**config.mk**
```make
export PLATFORM = sky130hd
export DESIGN_NAME = one_wire_byte_sender
export DESIGN_NICKNAME = d
export VERILOG_FILES = /design/src/rtl/one_wire_byte_sender.sv
export SDC_FILE = /design/constraint.sdc
export NUM_CORES = 1
export LEC_CHECK = 0
export BUFFER_PORTS_ARGS = -buffer_cell sky130_fd_sc_hd__buf_4
export CORE_MARGIN = 5
export CORE_UTILIZATION = 58
export DETAILED_ROUTE_END_ITERATION = 6
export PLACE_DENSITY = 0.78
export SYNTH_ARGS = -nofsm -noshare
export SYNTH_HDL_FRONTEND = slang
export SYNTH_SLANG_ARGS = --single-unit
```
**constraint.sdc**
```tcl
create_clock -name clk -period 2.4 [get_ports clk]
set_input_delay 0.48 -clock clk [delete_from_list [all_inputs] [get_ports clk]]
set_output_delay 0.48 -clock clk [all_outputs]
set_load 0.01 [all_outputs]
```
**src/rtl/one_wire_byte_sender.sv**
```systemverilog
`default_nettype none
// ============================================================================
// Module      : one_wire_byte_sender
// Description : 1-wire master that sends a reset/presence sequence followed by
//               a frame of bytes fetched one at a time from a byte buffer.
// Revision    : 1.0 - initial release
// ============================================================================
module one_wire_byte_sender #(
  parameter int CLKS_PER_US   = 50,
  parameter int FETCH_TIMEOUT = 15
) (
  input  logic       clk,
  input  logic       reset,
  input  logic       start,
  input  logic [5:0] byte_count,
  output logic [4:0] read_address,
  output logic       read_en,
  input  logic [7:0] data_out,
  input  logic       data_dv,
  input  logic       ow_in,
  output logic       ow_drive_low,
  output logic       busy,
  output logic       done,
  output logic       presence_err,
  output logic       fetch_err
);

  typedef enum logic [2:0] {
    IDLE     = 3'd0,
    RST_LOW  = 3'd1,
    RST_REL  = 3'd2,
    FETCH    = 3'd3,
    SLOT_LOW = 3'd4,
    SLOT_REC = 3'd5,
    FINISH   = 3'd6
  } state_t;

  // Phase end values are "last microsecond index" of the us counter.
  localparam logic [7:0]  c_presc_last    = 8'(CLKS_PER_US - 1);
  localparam logic [15:0] c_fetch_last    = 16'(FETCH_TIMEOUT - 1);
  localparam logic [8:0]  c_rst_last      = 9'd479;
  localparam logic [8:0]  c_presence_at   = 9'd69;
  localparam logic [8:0]  c_low_one_last  = 9'd5;
  localparam logic [8:0]  c_low_zero_last = 9'd59;
  localparam logic [8:0]  c_rec_one_last  = 9'd63;
  localparam logic [8:0]  c_rec_zero_last = 9'd9;

  state_t      r_state;
  logic [7:0]  r_presc;
  logic [8:0]  r_us;
  logic [15:0] r_fetch_cnt;
  logic [5:0]  r_count;
  logic [5:0]  r_idx;
  logic [2:0]  r_bit;
  logic [7:0]  r_shift;
  logic        r_presence;
  logic        r_ow_meta;
  logic        r_ow_sync;

  logic        w_tick;
  logic [5:0]  w_idx_next;
  logic [8:0]  w_low_last;
  logic [8:0]  w_rec_last;

  assign w_tick       = (r_presc == c_presc_last);
  assign w_idx_next   = r_idx + 6'd1;
  assign w_low_last   = r_shift[0] ? c_low_one_last : c_low_zero_last;
  assign w_rec_last   = r_shift[0] ? c_rec_one_last : c_rec_zero_last;
  assign read_address = r_idx[4:0];

  always_ff @(posedge clk) begin
    if (reset) begin
      r_state      <= IDLE;
      r_presc      <= '0;
      r_us         <= '0;
      r_fetch_cnt  <= '0;
      r_count      <= '0;
      r_idx        <= '0;
      r_bit        <= '0;
      r_shift      <= '0;
      r_presence   <= 1'b0;
      r_ow_meta    <= 1'b1;
      r_ow_sync    <= 1'b1;
      read_en      <= 1'b0;
      ow_drive_low <= 1'b0;
      busy         <= 1'b0;
      done         <= 1'b0;
      presence_err <= 1'b0;
      fetch_err    <= 1'b0;
    end else begin
      r_ow_meta <= ow_in;
      r_ow_sync <= r_ow_meta;
      done      <= 1'b0;

      // Free-running 1 us timebase; every state change below restarts it.
      if (w_tick) begin
        r_presc <= '0;
        r_us    <= r_us + 9'd1;
      end else begin
        r_presc <= r_presc + 8'd1;
      end

      case (r_state)
        IDLE: begin
          if (start) begin
            r_count      <= byte_count;
            r_idx        <= '0;
            r_presence   <= 1'b0;
            presence_err <= 1'b0;
            fetch_err    <= 1'b0;
            busy         <= 1'b1;
            ow_drive_low <= 1'b1;
            r_state      <= RST_LOW;
            r_presc      <= '0;
            r_us         <= '0;
          end
        end

        RST_LOW: begin
          if (w_tick && r_us == c_rst_last) begin
            ow_drive_low <= 1'b0;
            r_state      <= RST_REL;
            r_presc      <= '0;
            r_us         <= '0;
          end
        end

        RST_REL: begin
          if (w_tick && r_us == c_presence_at) begin
            r_presence <= ~r_ow_sync;
          end
          if (w_tick && r_us == c_rst_last) begin
            r_presc <= '0;
            r_us    <= '0;
            if (!r_presence) begin
              presence_err <= 1'b1;
              done         <= 1'b1;
              busy         <= 1'b0;
              r_state      <= FINISH;
            end else if (r_count == 6'd0) begin
              done    <= 1'b1;
              busy    <= 1'b0;
              r_state <= FINISH;
            end else begin
              read_en     <= 1'b1;
              r_fetch_cnt <= '0;
              r_state     <= FETCH;
            end
          end
        end

        FETCH: begin
          if (data_dv) begin
            r_shift      <= data_out;
            r_bit        <= '0;
            read_en      <= 1'b0;
            ow_drive_low <= 1'b1;
            r_state      <= SLOT_LOW;
            r_presc      <= '0;
            r_us         <= '0;
          end else if (r_fetch_cnt == c_fetch_last) begin
            read_en   <= 1'b0;
            fetch_err <= 1'b1;
            done      <= 1'b1;
            busy      <= 1'b0;
            r_state   <= FINISH;
            r_presc   <= '0;
            r_us      <= '0;
          end else begin
            r_fetch_cnt <= r_fetch_cnt + 16'd1;
          end
        end

        SLOT_LOW: begin
          if (w_tick && r_us == w_low_last) begin
            ow_drive_low <= 1'b0;
            r_state      <= SLOT_REC;
            r_presc      <= '0;
            r_us         <= '0;
          end
        end

        SLOT_REC: begin
          // Recovery pads every slot out to a 70 us period.
          if (w_tick && r_us == w_rec_last) begin
            r_presc <= '0;
            r_us    <= '0;
            if (r_bit == 3'd7) begin
              r_idx <= w_idx_next;
              if (w_idx_next == r_count) begin
                done    <= 1'b1;
                busy    <= 1'b0;
                r_state <= FINISH;
              end else begin
                read_en     <= 1'b1;
                r_fetch_cnt <= '0;
                r_state     <= FETCH;
              end
            end else begin
              r_bit        <= r_bit + 3'd1;
              r_shift      <= {1'b0, r_shift[7:1]};
              ow_drive_low <= 1'b1;
              r_state      <= SLOT_LOW;
            end
          end
        end

        FINISH: begin
          r_state <= IDLE;
          r_presc <= '0;
          r_us    <= '0;
        end

        default: begin
          r_state <= IDLE;
        end
      endcase
    end
  end

endmodule
`default_nettype wire

```
* After elaboration in Yosys (flattened, before gate mapping)
Cells that the tools add are included.
Word-level totals: register bits 68, bits of input ports 19
Cells by class: add/sub/neg operators 5, bitwise gates (word level) 1, multiplexer cells 93, reduce and logical (&&, ||, !) cells 25, equal/unequal tests 33
Operator list (count):
- 16-bit two-way mux | 8
- 8-bit two-way mux | 10
- 9-bit two-way mux | 7
- 9-bit one-hot mux with 6 select lines | 1
- 16-bit one-hot mux with 3 select lines | 1
- 8-bit one-hot mux with 6 select lines | 1
- 3-bit two-way mux | 14
- 1-bit two-way mux | 35
- 2-bit inequality test, second input constant | 17
- 6-bit two-way mux | 5
- 9-bit by 6-bit equality test with 1-bit output | 2
- 3-bit one-hot mux with 6 select lines | 1
- 9-bit AND reduction | 2
- 16-bit by 1-bit adder with 16-bit output, second input constant | 1
- 16-bit by 4-bit equality test with 1-bit output, second input constant | 1
- 8-bit one-hot mux with 2 select lines | 1
- 4-bit AND reduction | 4
- 3-bit equality test, second input constant | 4
- 6-bit one-hot mux with 2 select lines | 1
- 9-bit by 1-bit adder with 9-bit output, second input constant | 1
- 9-bit by 7-bit equality test with 1-bit output, second input constant | 1
- 9-bit equality test, second input constant | 1
- 8-bit by 1-bit adder with 8-bit output, second input constant | 1
- 8-bit by 6-bit equality test with 1-bit output, second input constant | 1
- other kinds (25) | 36

* Longest topological paths before layout
word-level depth 6, mapped depth 10, gate-level depth less buffers 8

* Worst setup path before layout
Ideal clock, no wire load.
path type reg-to-reg, start reg r_us[7], end reg r_us[1], cell stages (with the launch flop) 8, slack 280 ps, data required time 2266 ps, arrival 1986 ps, setup time 134 ps, path through dfxtp_1 or4b_1 or2_4 o31ai_1 and3_1 a41o_1 buf_4 a211oi_1
Between the ends: word-level cells in the longest chain between the ends 4, elaborated cells between the ends (all ways) 10, classes of those cells 3 x eq/ne; 4 x mux; 3 x reduce/logical
RTL lines:
- from (decl) | line 50 | logic [8:0] r_us;
- from (signal assigned) | line 98 | r_us <= r_us + 9'd1;
- 9-bit by 6-bit equality test with 1-bit output (tied with other cells) | line 185 | if (w_tick && r_us == w_rec_last) begin
- 1-bit logical AND, on equally long branches
- 9-bit two-way mux, on equally long branches
- 9-bit one-hot mux with 6 select lines (*) | line 103 | case (r_state)
Every way passes the cells marked *; elsewhere a longest branch is shown, timed or not. A chain may end at the register's enable or synchronous reset.

* Worst setup path in the final report
start reg r_us[7], end reg read_en
Between the ends: word-level cells in the longest chain between the ends 4, elaborated cells between the ends (all ways) 7, classes of those cells 4 x eq/ne; 3 x reduce/logical
RTL lines:
- 9-bit by 6-bit equality test with 1-bit output / 9-bit equality test (equally long branches) | line 185, 132
- 1-bit logical AND, on equally long branches | line 185, 132
- 2-bit inequality test (no line)
- 8-bit AND reduction (no line) (*)
- to (signal assigned) | line 156 | read_en <= 1'b0;
- to (signal assigned) | line 162 | read_en <= 1'b0;
- to (signal assigned) | line 195 | read_en <= 1'b1;
- to (decl) | line 17 | output logic read_en,
Marks and branches as above.

==> metrics <==
drt via density 6.11; GRT Util Overall 23.3%; Post-Synth Simple-Gate Area 30.7%; Setup CP Type reg -> reg; Synth Area in Compound Gates 18.1%; Area after DPL 3940 sq um; pre-CTS setup slack 0.110 ns; clock-pin slew on the worst setup and hold paths 0.07 ns; Ys Warns 0; mux share of post-synthesis cell area 0.275%; Setup WS post-layout 0.170 ns; First DRT Iteration DRCs 230; Combinational Power Share 12.8%; fraction of layout cells with a size suffix above 1 15.8%; Max Freq 0.448 GHz; core area 6030 sq um; Port Buf Inserts 29; first-pass GRT wire length 14600 um; Clk pwr share 34.8%; CTS Buffer Depth 2; final setup skew 0.00696 ns; number of max-cap violations 0; Initial Utilization 60.4%; vias in the first global route 3064; Sw Ratio 26.5%; crit path DAT 2.52 ns; Placer Congestion 0.904; Power Density 553 nW/um^2; fin area 4120 sq um; Synth Flop Type dfxtp_1; Pins Over Slew Limit 0; crit-path max FO 6; I/O pins 30; run status completed; min-delay worst type in -> reg; Horiz. Die Dim 89.2 um; CTS tree done; Synth Cell Area 3640 sq um; hpwl dp 6060 um; asr flop ratio synth 0%; Site Rows 28; cts hold-fix bufs 0; most common cell after layout, fill and taps aside dfxtp_1; Final Non-Filler Cells 556; Power Total 2280 uW; Sequential Power Share 52.5%; Routed Antenna Nets 0; Mapped Cells 450; sw power 604 uW; Die Area 7960 sq um; TritonCTS Buffers 9; Period Utilization, post-route 92.9%; Seq/Total Area, Yosys 37.4%; EDFF count, synth 0; Slowest cell on crit path or4b_1; RSZ-0062 raised after global routing no; final hold vios 0; Syn Nets 478; internal power 1680 uW; Pleak 0.00147 uW; initial antenna violation count 0; TritonCTS Sinks 68; Final nets 506; Pre-Repair DR Iteration Count 5; Vias 3397; Req. time, crit path 2.69 ns; clk_lat worst skew 0.34 ns; DRC 0; Mapped Avg Cell Area 8.09 sq um; most frequent cells in the layout 66 x dfxtp_1, 52 x nand2_1, 49 x nor2_1; Overflow after GRT 0; slew at the pin with the worst max-slew slack 0.602 ns; Post-Synth XOR/XNOR Area 5.53%; height of the die 89.2 um; crit-path cells or4b_1 > or2_4 > or4_4 > nor2_4 > o221a_2; Rel. slew slack 59.7%; Setup crit end kind register; slowest cell delay on critical path 0.58 ns; H-tree depth 3; clk root buf clkbuf_8; Avg WL per Cell 15.5 um; Setup crit start kind register; Antenna Cells 0; Final min period 2.23 ns; main combinational cell family by area after synthesis simple AND/OR/NAND/NOR gates; overall routed net length 8620 um; post-synth cell types 55; setup TNS 0 ns; area grow syn2layout 13.3%; Post-Synth Adder-Cell Area 3.09%; placed insts 540; Final setup viols 0; worst ir drop on vdd 0.000508 V; largest net degree at the start of global routing 52; flops & latches, synth 68
==> path summary, 6_finish.rpt <==
check                  from   endpoint  slack (ns)  depth (start not counted)
setup / recovery    r_us[7]    read_en        0.17                          5
hold / removal        ow_in  r_ow_meta        0.33                          2
setup reg to reg    r_us[7]    read_en        0.17                          5
hold reg to reg   r_ow_meta  r_ow_sync        0.41                          1
==> kinds of logic after synthesis <==
family | after synthesis
mux | 1
flops | 68
compound gates | 97
fa+ha+maj | 9
xor+xnor | 23
buf+inv | 39
simple gates | 213
==> worst max-delay path, delay by kind of cell (launching register included) <==
kind,cells,cell delay [ns]
flops,1,0.36
simple gates,4,1.63
compound gates,1,0.19
==> registers in the layout, indices dropped and copies added (netlist names), 3 cells and up <==
name and count:
r_fetch_cnt 16, r_us 9, r_presc 8, r_shift 8
r_count 6, r_idx 6, r_bit 3, r_state 3
==> final cells by class <==
| cell class | count | area, sq um |
|---|---|---|
| multi-input combinational | 343 | 2110 |
| fill | 527 | 1900 |
| sequential | 68 | 1360 |
| timing repair buffer | 46 | 358 |
| clock buffer | 12 | 145 |
| tap | 75 | 93.8 |
| inverter | 10 | 37.5 |
| clock inverter | 2 | 12.5 |
==> layer usage <==
metal | up-vias | track usage [%] | wire (um)
li1 | 1684 | - | -
met1 | 1589 | 33.1 | 3970
met2 | 104 | 34.7 | 3950
met3 | 20 | 4.98 | 542
met4 | 0 | 9.07 | 157
met5 | - | 0 | 0
==> power by group through the flow <==
stage | logic [uW] | registers [uW] | clock network [uW]
floorplan | 192 | 1210 | 0
global placement | 280 | 1220 | 0
detailed placement | 284 | 1220 | 0
CTS | 285 | 1200 | 810
global route | 323 | 1200 | 871
finish | 291 | 1200 | 793
==> synth_stat cells, drive strengths merged (4+ instances only) <==
cell | n | share of area (%)
dfxtp | 68 | 37
nand2 | 52 | 5.4
nor2 | 50 | 5.4
a21oi | 29 | 4.0
nand3 | 26 | 3.6
clkbuf | 16 | 1.7
a311oi | 14 | 3.4
nor3 | 14 | 1.9
xnor2 | 14 | 3.4
buf | 13 | 2.2
inv | 10 | 1.0
o21ai | 10 | 1.4
a211oi | 9 | 1.9
and2 | 9 | 1.5
ha | 9 | 3.1
nand4 | 9 | 1.5
nor4 | 9 | 2.4
xor2 | 9 | 2.2
a31oi | 7 | 1.2
nand2b | 7 | 1.2
and3 | 6 | 1.0
o21a | 6 | 1.2
or3 | 6 | 1.0
and4b | 4 | 1.1
or2 | 4 | 0.76
==> per-stage QoR <==
step	util [%]	hold WS (ns)
2_1_floorplan	-	0.389
3_3_place_gp	65.3	0.397
3_5_place_dp	65.3	0.394
4_1_cts	67.9	0.313
5_1_grt	68.4	0.319
6_report	68.4	0.326
==> what timing repair did <==
item / in CTS / in global routing
endpoints found under the setup margin: 0 / 28
setup buffers: 0 / 2
gates resized for setup: 0 / 6
Power figures use the tool's default switching activity.
